### config.mk
export PLATFORM = sky130hd
export DESIGN_NAME = dmem_port_arbiter
export DESIGN_NICKNAME = d
export VERILOG_FILES = /design/src/rtl/gambling_mem_pkg.sv /design/src/rtl/dmem_port_arbiter_rr_pick2.sv /design/src/rtl/dmem_port_arbiter.sv
export SDC_FILE = /design/constraint.sdc
export NUM_CORES = 1
export LEC_CHECK = 0
export BUFFER_PORTS_ARGS = -buffer_cell sky130_fd_sc_hd__buf_4
export CORE_AREA = 5 5 104 106
export DETAILED_ROUTE_END_ITERATION = 12
export DIE_AREA = 0 0 109 111
export HOLD_SLACK_MARGIN = 0.03
export PLACE_DENSITY = 0.67
export SLEW_MARGIN = 10
export SYNTH_ARGS = -nofsm -noshare
export SYNTH_HDL_FRONTEND = slang
export SYNTH_HIERARCHICAL = 1
export SYNTH_SLANG_ARGS = --single-unit
### constraint.sdc
create_clock -name clk -period 2.2 [get_ports clk]
set_clock_uncertainty 0.2 [all_clocks]
set_input_delay 0.11 -clock clk [delete_from_list [all_inputs] [get_ports clk]]
set_output_delay 0.11 -clock clk [all_outputs]
set_load 0.01 [all_outputs]
### src/rtl/gambling_mem_pkg.sv
// Shared data-RAM map and slot-owner encoding for the Gambling_Tec memory arbiter.
package gambling_mem_pkg;

  localparam int KEY_ADDR    = 10;
  localparam int MONEY_ADDR  = 20;
  localparam int SYM_A_ADDR  = 24;
  localparam int SYM_B_ADDR  = 28;
  localparam int SYM_C_ADDR  = 32;
  localparam int RESULT_ADDR = 36;

  typedef enum logic [2:0] {
    OWN_NONE = 3'd0,
    OWN_CPU  = 3'd1,
    OWN_KBD  = 3'd2,
    OWN_VID  = 3'd3,
    OWN_CLR  = 3'd4
  } owner_e;

  // Round-robin pointer encoding: which peripheral wins a tie.
  localparam logic RR_KBD = 1'b0;
  localparam logic RR_VID = 1'b1;

endpackage

### src/rtl/dmem_port_arbiter_rr_pick2.sv
// Two-way round-robin picker: req[0]=keyboard, req[1]=video; ptr selects the tie winner.
module rr_pick2
  import gambling_mem_pkg::*;
(
  input  logic [1:0] req_i,
  input  logic       ptr_i,
  output logic [1:0] gnt_o,
  output logic       ptr_nxt_o
);

  always_comb begin
    gnt_o     = 2'b00;
    ptr_nxt_o = ptr_i;
    case (req_i)
      2'b01:   gnt_o = 2'b01;
      2'b10:   gnt_o = 2'b10;
      2'b11:   gnt_o = (ptr_i == RR_VID) ? 2'b10 : 2'b01;
      default: gnt_o = 2'b00;
    endcase
    // After a grant the other requester gets the next tie.
    if (gnt_o[0]) begin
      ptr_nxt_o = RR_VID;
    end else if (gnt_o[1]) begin
      ptr_nxt_o = RR_KBD;
    end else begin
      ptr_nxt_o = ptr_i;
    end
  end

endmodule

### src/rtl/dmem_port_arbiter.sv
// Single-port data RAM arbiter: CPU first, keyboard/video round-robin with starvation guard.
// Optional DMEM_ARB_KEY_AUTOCLEAR_EN: CPU read of KEY_ADDR schedules a zero write to it.
module dmem_port_arbiter
  import gambling_mem_pkg::*;
#(
  parameter int AW           = 32,
  parameter int DW           = 32,
  parameter int KEY_ADDR     = gambling_mem_pkg::KEY_ADDR,
  parameter int STARVE_LIMIT = 4
) (
  input  logic          clk,
  input  logic          rst,
  input  logic          cpu_en,
  input  logic          cpu_we,
  input  logic [AW-1:0] cpu_addr,
  input  logic [DW-1:0] cpu_wdata,
  output logic [DW-1:0] cpu_rdata,
  output logic          cpu_stall,
  input  logic          kbd_req,
  input  logic [7:0]    kbd_code,
  output logic          kbd_gnt,
  input  logic          vid_req,
  input  logic [AW-1:0] vid_addr,
  output logic [DW-1:0] vid_rdata,
  output logic          vid_valid,
  output logic          mem_we,
  output logic [AW-1:0] mem_addr,
  output logic [DW-1:0] mem_wdata,
  input  logic [DW-1:0] mem_rdata
);

  localparam int WCW = $clog2(STARVE_LIMIT + 1);
  localparam logic [WCW-1:0] WAIT_MAX = WCW'(STARVE_LIMIT);

  logic [WCW-1:0] wait_q, wait_d;
  logic           rr_q, rr_d;
  logic           vid_valid_q, vid_valid_d;
  logic [DW-1:0]  vid_rdata_q, vid_rdata_d;
  logic           clr_pend_q, clr_pend_d;

  logic [1:0] req_s;
  logic [1:0] gnt_s;
  logic       ptr_nxt_s;
  logic       periph_req_s;
  logic       periph_gnt_s;
  logic       forced_s;
  owner_e     owner_s;

  assign req_s        = {vid_req, kbd_req};
  assign periph_req_s = |req_s;
  assign forced_s     = periph_req_s && (wait_q == WAIT_MAX);

  rr_pick2 u_rr (
    .req_i     (req_s),
    .ptr_i     (rr_q),
    .gnt_o     (gnt_s),
    .ptr_nxt_o (ptr_nxt_s)
  );

  // Slot ownership; nothing is driven to the RAM while reset is held.
  always_comb begin
    owner_s   = OWN_NONE;
    cpu_stall = 1'b0;
    if (rst) begin
      owner_s = OWN_NONE;
    end else if (forced_s) begin
      owner_s   = gnt_s[0] ? OWN_KBD : OWN_VID;
      cpu_stall = 1'b1;
    end else if (cpu_en) begin
      owner_s = OWN_CPU;
    end else if (periph_req_s) begin
      owner_s = gnt_s[0] ? OWN_KBD : OWN_VID;
    end else if (clr_pend_q) begin
      owner_s = OWN_CLR;
    end else begin
      owner_s = OWN_NONE;
    end
  end

  always_comb begin
    mem_we    = 1'b0;
    mem_addr  = '0;
    mem_wdata = '0;
    case (owner_s)
      OWN_CPU: begin
        mem_we    = cpu_we;
        mem_addr  = cpu_addr;
        mem_wdata = cpu_wdata;
      end
      OWN_KBD: begin
        mem_we    = 1'b1;
        mem_addr  = AW'(KEY_ADDR);
        mem_wdata = DW'(kbd_code);
      end
      OWN_VID: begin
        mem_we    = 1'b0;
        mem_addr  = vid_addr;
      end
      OWN_CLR: begin
        mem_we    = 1'b1;
        mem_addr  = AW'(KEY_ADDR);
        mem_wdata = '0;
      end
      default: begin
        mem_we    = 1'b0;
        mem_addr  = '0;
        mem_wdata = '0;
      end
    endcase
  end

  assign cpu_rdata    = mem_rdata;
  assign kbd_gnt      = (owner_s == OWN_KBD);
  assign periph_gnt_s = (owner_s == OWN_KBD) || (owner_s == OWN_VID);
  assign vid_valid    = vid_valid_q;
  assign vid_rdata    = vid_rdata_q;

  always_comb begin
    wait_d      = wait_q;
    rr_d        = periph_gnt_s ? ptr_nxt_s : rr_q;
    vid_valid_d = (owner_s == OWN_VID);
    vid_rdata_d = (owner_s == OWN_VID) ? mem_rdata : vid_rdata_q;
    if (periph_gnt_s || !periph_req_s) begin
      wait_d = '0;
    end else if (wait_q != WAIT_MAX) begin
      wait_d = wait_q + WCW'(1);
    end else begin
      wait_d = wait_q;
    end
  end

`ifdef DMEM_ARB_KEY_AUTOCLEAR_EN
  // A fresh key write always wins over a pending clear so no scancode is lost.
  always_comb begin
    clr_pend_d = clr_pend_q;
    if (owner_s == OWN_KBD || owner_s == OWN_CLR) begin
      clr_pend_d = 1'b0;
    end else if (owner_s == OWN_CPU && !cpu_we && cpu_addr == AW'(KEY_ADDR)) begin
      clr_pend_d = 1'b1;
    end else begin
      clr_pend_d = clr_pend_q;
    end
  end
`else
  assign clr_pend_d = 1'b0;
`endif

  always_ff @(posedge clk) begin
    if (rst) begin
      wait_q      <= '0;
      rr_q        <= RR_KBD;
      vid_valid_q <= 1'b0;
      vid_rdata_q <= '0;
      clr_pend_q  <= 1'b0;
    end else begin
      wait_q      <= wait_d;
      rr_q        <= rr_d;
      vid_valid_q <= vid_valid_d;
      vid_rdata_q <= vid_rdata_d;
      clr_pend_q  <= clr_pend_d;
    end
  end

endmodule
# Word-level counts from Yosys, hierarchy flattened
# Cells that the tools add are included.
[op_classes] addsub=1 mul=0 div=0 n_lt_le_gt_ge=0 eq_ne=9 shifts=0 n_mux=14 bitwise=0 n_reduce_logical=9
[ops] cell="32-bit one-hot mux with 3 select lines" n=1
[ops] cell="32-bit one-hot mux with 2 select lines" n=1
[ops] cell="2-bit two-way mux" n=5
[ops] cell="3-bit by 2-bit == test with 1-bit output (second input constant)" n=2
[ops] cell="3-bit == test (second input constant)" n=2
[ops] cell="2-bit one-hot mux with 3 select lines" n=1
[ops] cell="2-bit OR reduction" n=3
[ops] cell="1-bit two-way mux" n=5
[ops] cell="2-bit == test (second input constant)" n=2
[ops] cell="3-bit by 1-bit adder with 3-bit output (second input constant)" n=1
[ops] cell="3-bit by 1-bit == test with 1-bit output (second input constant)" n=1
[ops] cell="3-bit != test (second input constant)" n=1
[ops] cell="2-bit by 1-bit == test with 1-bit output (second input constant)" n=1
[ops] cell="1-bit logical OR" n=2
[ops] cell="1-bit one-hot mux with 2 select lines" n=1
[ops] cell="2-bit AND reduction" n=1
[ops] cell="2-bit nonzero test" n=1
[ops] cell="1-bit logical AND" n=1
[ops] cell="1-bit zero test" n=1
[word_totals] reg_bits=37 latch_bits=0 ramBits=0 rom_bits=0 in_bits=142 elab_cells=37 memories=0

# Longest topological paths before layout
# Gate-level depths: netlist of run 1.
[depth] ltp_word=11 ltp_mapped=7

# Cells and area by module
# The synthesis of run 1 kept the hierarchy.
[modules_own_cells] mod="dmem_port_arbiter" instances=1 cells_per_inst=244 area_per_inst_um2=2396.0 seq_area_each_um2=740.7
[modules_own_cells] mod="rr_pick2" instances=1 cells_per_inst=5 area_per_inst_um2=28.8 seq_area_each_um2=0.0

# Worst setup path after synthesis of run 1
# Ideal clock, no wire load.
[synth_path] kind="register -> output" start="reg rr_q" end="out mem_wdata[0]" arrival_ns=1.610 t_required_ns=1.890 slack_ns=0.280 stages_incl_launch_ff=5 n_path_buf=0 path_cell_list="dfxtp_1 a21boi_0 inv_1 nor3_2 a22o_1"
[synth_between] elab_chain_cells=9 elab_cells_between_ends=10
[synth_lines] item="from (decl)" line_no="dmem_port_arbiter.sv:36" text="logic rr_q, rr_d;"
[synth_lines] item="from (signal assigned)" line_no="dmem_port_arbiter.sv:157" text="rr_q <= rr_d;"
[synth_lines] item="2-bit two-way mux *" line_no="dmem_port_arbiter_rr_pick2.sv:17" text="2'b11: gnt_o = (ptr_i == RR_VID) ? 2'b10 : 2'b01;"
[synth_lines] item="2-bit one-hot mux with 3 select lines *" line_no="dmem_port_arbiter_rr_pick2.sv:14" text="case (req_i)"
[synth_lines] item="named net gnt_s[0]" line_no="dmem_port_arbiter.sv:42" text="logic [1:0] gnt_s;"
[synth_lines] item="1-bit two-way mux *" line_no="dmem_port_arbiter.sv:67, dmem_port_arbiter.sv:72"
[synth_lines] item="2-bit two-way mux" line_no="dmem_port_arbiter.sv:71" text="end else if (periph_req_s) begin"
[synth_lines] item="2-bit two-way mux" line_no="dmem_port_arbiter.sv:69" text="end else if (cpu_en) begin"
[synth_lines] item="2-bit two-way mux *" line_no="dmem_port_arbiter.sv:66" text="end else if (forced_s) begin"
[synth_lines] item="2-bit two-way mux *" line_no="dmem_port_arbiter.sv:64" text="if (rst) begin"
[synth_lines] item="3-bit by 2-bit == test with 1-bit output *"
[synth_lines] item="named net kbd_gnt" line_no="dmem_port_arbiter.sv:21" text="output logic kbd_gnt,"
[synth_lines] item="32-bit one-hot mux with 2 select lines *" line_no="dmem_port_arbiter.sv:84" text="case (owner_s)"
[synth_lines] item="to (decl)" line_no="dmem_port_arbiter.sv:28" text="output logic [DW-1:0] mem_wdata,"
# The timed path passes the listed nets; every way through them passes the cells marked *.

# Worst setup path after layout of run 1
[layout_path] start="reg wait_q[1]" end="out mem_addr[17]"
[layout_between] elab_chain_cells=7 elab_cells_between_ends=10
[layout_lines] item="from (decl)" line_no="dmem_port_arbiter.sv:35" text="logic [WCW-1:0] wait_q, wait_d;"
[layout_lines] item="from (signal assigned)" line_no="dmem_port_arbiter.sv:156" text="wait_q <= wait_d;"
[layout_lines] item="3-bit == test *" line_no="dmem_port_arbiter.sv:51" text="assign forced_s = periph_req_s && (wait_q == WAIT_MAX);"
[layout_lines] item="1-bit logical AND *" line_no="dmem_port_arbiter.sv:51"
[layout_lines] item="2-bit two-way mux *" line_no="dmem_port_arbiter.sv:66"
[layout_lines] item="2-bit two-way mux *" line_no="dmem_port_arbiter.sv:64"
[layout_lines] item="3-bit by 2-bit == test with 1-bit output / 3-bit == test (equally long branches)" line_no="dmem_port_arbiter.sv:84"
[layout_lines] item="2-bit OR reduction (no line)"
[layout_lines] item="32-bit one-hot mux with 3 select lines *" line_no="dmem_port_arbiter.sv:84"
[layout_lines] item="to (decl)" line_no="dmem_port_arbiter.sv:27" text="output logic [AW-1:0] mem_addr,"
# Every way passes the cells marked *; elsewhere a longest branch is shown, timed or not.

==> metrics, run 1 <==
status=complete, no violations; peak supply drop=0.0002200 V; Pleak=2.439 nW; average wire per standard cell=17.49 um; Reg-to-Reg Start=wait_q[0]; power density cells=401.5 mW/mm^2; GR Overflow Total=0; CP Buf/Inv Count=3; Die H=111 um; Cell Area, Placed=0.004374 mm^2; CTS tree=done; critical setup path kind=flop to primary output; Finished Layout Cells=653; Die X=109 um; WHS Path Cells=4; Final Critical Period=2122 ps; crit-path max FO=30; startpoint types=flop; largest net degree at the start of global routing=66; vias in the first global route=2996; via count=2957; Worst-path clk slew=70 ps; R2R cell count=7; Detail Placement HPWL=8.704 mm; Reg2Reg Setup Slack=180 ps; row cnt=36; setup violators final=0; CTS Buffer Depth=2; Hold EP=wait_q[2]; io pins=274; Residual DRC=0; Worst Min Path Start=cpu_en; H-tree levels=2; Post-layout nets=664; Post-Synthesis Cells=248; Post-Syn Area=0.002419 mm^2; pre-CTS setup slack=212.8 ps; Fmax=471.3 MHz; first-pass GRT wire length=16.22 mm; TritonCTS Sinks=37; share of cells above drive strength 1=0.6308; Final Cell Area=0.004876 mm^2; initial antenna violation count=0; CP max-delay cell=dfxtp_1; CTS Root Cell=clkbuf_8; commonest cells after routing, fill and taps aside=277 x buf_4, 37 x dfxtp_1, 34 x dlygate4sd3_1; Post-DRT Antenna Nets=0; Final Max Tran Viols=0; synth-to-layout area growth=101.6%; Mapped Nets=392; Vias per Instance=4.528; R2R Path End=rr_q; Period Utilization, post-route=0.9645; utilization after layout=0.5035; drt pass-1 iters=4; Die Footprint=0.01210 mm^2; CP cell instances=inv_2 -> ha_4 -> o211ai_1 -> a32o_2 -> buf_12 -> a32o_1 -> buf_4; Setup WS post-layout=78.07 ps; Yosys warnings=6; IO Port Bufs=273; worst-skew pair later-pin latency=280 ps; slowest stage delay, CP=330 ps; core area=0.009684 mm^2; slew margin rel.=0.6919; Least-Margin Pin Slew=460.7 ps; Critical Path AT=1810 ps; Avg Cell Area, Syn=9.752 um^2; Post-Place Cells=609; first-iteration detailed-routing DRC count=131; Worst Setup End Kind=primary output; min-delay worst type=input pin to flop; commonest non-fill, non-tap cell in the layout=buf_4; delay-heaviest family, CP=compound AO/OA/AOI/OAI gates; Post-Route WL=11.42 mm; Final Hold Fails=0; # diodes=0; Max-cap violations=0; CP Data Required Time=1890 ps; Num CTS Buffers=5; RD Place Congestion=0.8250; total global-route track usage=0.1683; Initial Utilization=0.2497
[report_power, final]
part,internal [mW],leakage [nW],total (mW),switching (mW)
combinational,0.473,2.09,0.769,0.296
sequential,0.706,0.302,0.724,0.0179
clock,0.220,0.0412,0.465,0.245
[metal layers]
metal	share of wire	GRT usage	vias up
met4	0.028	0.05640	0
met2	0.51	0.3120	161
met3	0.11	0.05708	24
met1	0.36	0.1720	1372
li1	-	-	1400
met5	0	0	-
[how the worst max path moves through the flow]
stage | start | endpoint | slack, ps | cells past startpoint
global route | wait_q[1] | mem_addr[10] | -2 | 7
CTS | wait_q[0] | mem_addr[25] | 7 | 7
detailed placement | rr_q | mem_wdata[7] | 210 | 5
global placement | wait_q[0] | mem_addr[25] | 270 | 7
floorplan | rr_q | mem_wdata[0] | 280 | 4
finish | wait_q[1] | mem_addr[17] | 80 | 7
[worst min-delay path: cells and delay by family]
family / cells / cell delay [ps]
AND/OR/NAND/NOR: 2 / 140
AO/OA/AOI/OAI: 1 / 160
buffers and inverters: 1 / 130
[state kept, by name (all words and copies together), names as in the netlist]
signal / cells
vid_rdata: 32
rr_q: 1
vid_valid: 1
wait_q: 3
[final cells by class]
type	instances	area, um^2
fillers	900	4808
repair buffers	316	2525
multi-input cells	155	1344
flip-flops and latches	37	740.7
well taps	133	166.4
clock buffers	6	72.57
inverters	5	18.77
clock inverters	1	8.758
[timing repair]
| item | CTS | global route |
|---|---|---|
| hold buffers | 34 | 0 |
| pin swaps | 0 | 3 |
| hold endpoints to repair | 33 | 0 |
| setup buffers | 0 | 2 |
| setup endpoints to repair | 39 | 52 |
| cloned | 0 | 1 |
| resized for setup | 7 | 4 |
[through the flow]
step                      hold slack, ps  setup TNS (ps)  power [mW]
after CTS                          93.10               0       1.972
final                              96.02               0       1.958
after detailed placement           139.6               0       1.437
after global placement             132.5               0       1.428
after global routing               104.2          -2.159       2.062
after floorplan                    37.79               0       1.034
Note: power is estimated with default switching activity, not from simulation.
==> inputs of run 2 (changes only) <==
- ABC_AREA: unset -> 1
- PLACE_DENSITY: 0.67 -> 0.72
==> metrics, run 2 <==
beginning of the critical path=wait_q[1]; synth-to-layout area growth=89.67%; initial antenna violation count=0 (unchanged); TritonCTS Sinks=37 (unchanged); CP Data Required Time=1890 ps (about the same); crit-path max FO=41 (+37%); RD Place Congestion=0.8732 (+5.8%); Final Critical Period=2121 ps (-0.7879 ps); Critical Path AT=1810 ps (about the same); GR Overflow Total=0 (unchanged); WHS Path Cells=5 (+1); Vias per Instance=4.465 (-1.4%); min-delay worst type=input pin to flop; Num CTS Buffers=5 (unchanged); Psw=663.3 uW (+19%); CTS Root Cell=clkbuf_8; first-pass GRT wire length=18.44 mm (+14%); Worst Setup End Kind=primary output; utilization after layout=0.5572 (+0.05375); commonest cells after routing, fill and taps aside=284 x buf_4, 118 x nand2_1, 76 x nand3_1; Final Max Tran Viols=0 (unchanged); io pins=274 (unchanged); slew margin rel.=0.7147 (+0.02282); Reg-to-Reg Start=wait_q[1]; Initial Utilization=0.2938 (+0.04406); sw frac=0.3212 (+0.03559); Critical Path Sink=mem_we; setup violators final=0 (unchanged); combinational group share of total power=0.416 (+0.023); Worst-path clk slew=80 ps (about the same); Reg power frac=0.349 (-0.021); vias in the first global route=3821 (+28%); Least-Margin Pin Slew=427.9 ps (-32.73 ps); drt pass-1 iters=4 (unchanged); CTS tree=done; IO Port Bufs=273 (unchanged); first-iteration detailed-routing DRC count=220 (+68%); Post-Syn Area=0.002845 mm^2 (+18%); Post-layout nets=894 (+35%); Final Hold Fails=0 (unchanged); Avg Cell Area, Syn=5.977 um^2 (-39%); CTS Buffer Depth=2 (unchanged); max reg flops=32 (unchanged); Residual DRC=0 (unchanged); largest net degree at the start of global routing=68 (+3.0%); Yosys warnings=6 (unchanged); H-tree levels=2 (unchanged); Final Cell Area=0.005396 mm^2 (+11%); Die Footprint=0.01210 mm^2 (unchanged); clock share of power=0.235 (-0.002); R2R Path End=vid_rdata[8]; Detail Placement HPWL=9.348 mm (+7.4%); # diodes=0 (unchanged); status=complete, no violations; RSZ-0062 raised after global routing=yes; Reg2Reg Setup Slack=290 ps (+110 ps); Die X=109 um (unchanged); Fmax=471.4 MHz (about the same); critical setup path kind=flop to primary output; average wire per standard cell=14.52 um (-17%); Post-Route WL=12.84 mm (+12%); Post-DRT Antenna Nets=0 (unchanged); startpoint types=flop; Pleak=3.066 nW (+26%); commonest non-fill, non-tap cell in the layout=buf_4; Post-Place Cells=827 (+36%); R2R cell count=11 (+4); Max-cap violations=0 (unchanged); via count=3947 (+33%); share of cells above drive strength 1=0.4487 (-0.1820); Period Utilization, post-route=0.9642 (about the same); Mapped Nets=620 (+58%); Int Power=1.402 mW (+0.24%); Cell Area, Placed=0.004721 mm^2 (+7.9%); total global-route track usage=0.1865 (+0.01818); power density cells=382.7 mW/mm^2 (-4.7%); worst-skew pair later-pin latency=280 ps (about the same); core area=0.009684 mm^2 (unchanged); Die H=111 um (unchanged); Finished Layout Cells=884 (+35%); Post-Synthesis Cells=476 (+92%); row cnt=36 (unchanged); peak supply drop=0.0002641 V (+20%); Fillers=910 (+1.1%)
## run 2: changes by cell type in the layout (fill, tap and decap cells not counted), moves of 30 or more
cell     change
nor2_1      +59
nand2_1    +116
nand3_1     +75
nor2b_1     -32
a32o_1      -30
inv_1       +63
## run 2: metal layers
layer / part of all wire / GRT usage / routed length [um]
met1: 0.38 / 0.2016 / 4851
met2: 0.50 / 0.3317 / 6383
met3: 0.096 / 0.06290 / 1234
met4: 0.029 / 0.06566 / 371
met5: 0 / 0 / 0
## run 2: cell type report
cell class | instances | area, um^2 | share of cell area
Timing Repair inverter | 1 | 8.758 | 0.001623
Timing Repair Buffer | 328 | 2666 | 0.4941
Clock buffer | 5 | 68.82 | 0.01275
Tap cell | 133 | 166.4 | 0.03084
Clock inverter | 3 | 21.27 | 0.003942
Inverter | 71 | 274.0 | 0.05078
Sequential cell | 37 | 743.2 | 0.1377
Multi-Input combinational cell | 306 | 1448 | 0.2683
## run 2: worst min path at each step
| stage | start | to |
|---|---|---|
| 6_report | cpu_en | wait_q[0] |
| 4_1_cts | kbd_req | wait_q[0] |
| 3_3_place_gp | mem_rdata[14] | cpu_rdata[14] |
| 2_1_floorplan | rst | vid_rdata[6] |
| 5_1_grt | cpu_en | wait_q[0] |
| 3_5_place_dp | mem_rdata[7] | cpu_rdata[7] |
## run 2: power by group through the flow
stage          clock (mW)  combinational (mW)  sequential (mW)
2_1_floorplan           0               0.346            0.746
3_3_place_gp            0               0.738            0.734
3_5_place_dp            0               0.747            0.736
4_1_cts             0.507               0.802            0.720
5_1_grt             0.547               0.931            0.724
6_report            0.485               0.860            0.720
## run 2: per-stage QoR
| step | TNS (ps) | setup slack (ps) | hold slack [ps] | power (mW) |
|---|---|---|---|---|
| floorplan | 0 | 482.2 | 83.52 | 1.093 |
| global placement | 0 | 218.2 | 208.9 | 1.473 |
| detailed placement | 0 | 161.4 | 208.0 | 1.483 |
| CTS | 0 | 3.070 | 60.92 | 2.029 |
| global route | -98.73 | -21.71 | 73.65 | 2.202 |
| finish | 0 | 78.86 | 47.00 | 2.065 |
## run 2: repair_timing
| item | in CTS | in global routing |
|---|---|---|
| setup endpoints to repair | 34 | 41 |
| setup buffers | 0 | 9 |
| hold endpoints to repair | 36 | 0 |
| gates cloned | 0 | 5 |
| hold buffers | 35 | 0 |
| gates resized for setup | 7 | 15 |
| pin swaps | 1 | 2 |
## run 2: worst max-delay path, cell delays in order, from the launching register on
cell     delay [ps]
dfxtp_2         340
inv_1            50
ha_1            180
nand2_2         100
inv_2            60
nand2_4          90
buf_12          200
nand3_1         130
o21ai_1         170
buf_4           180
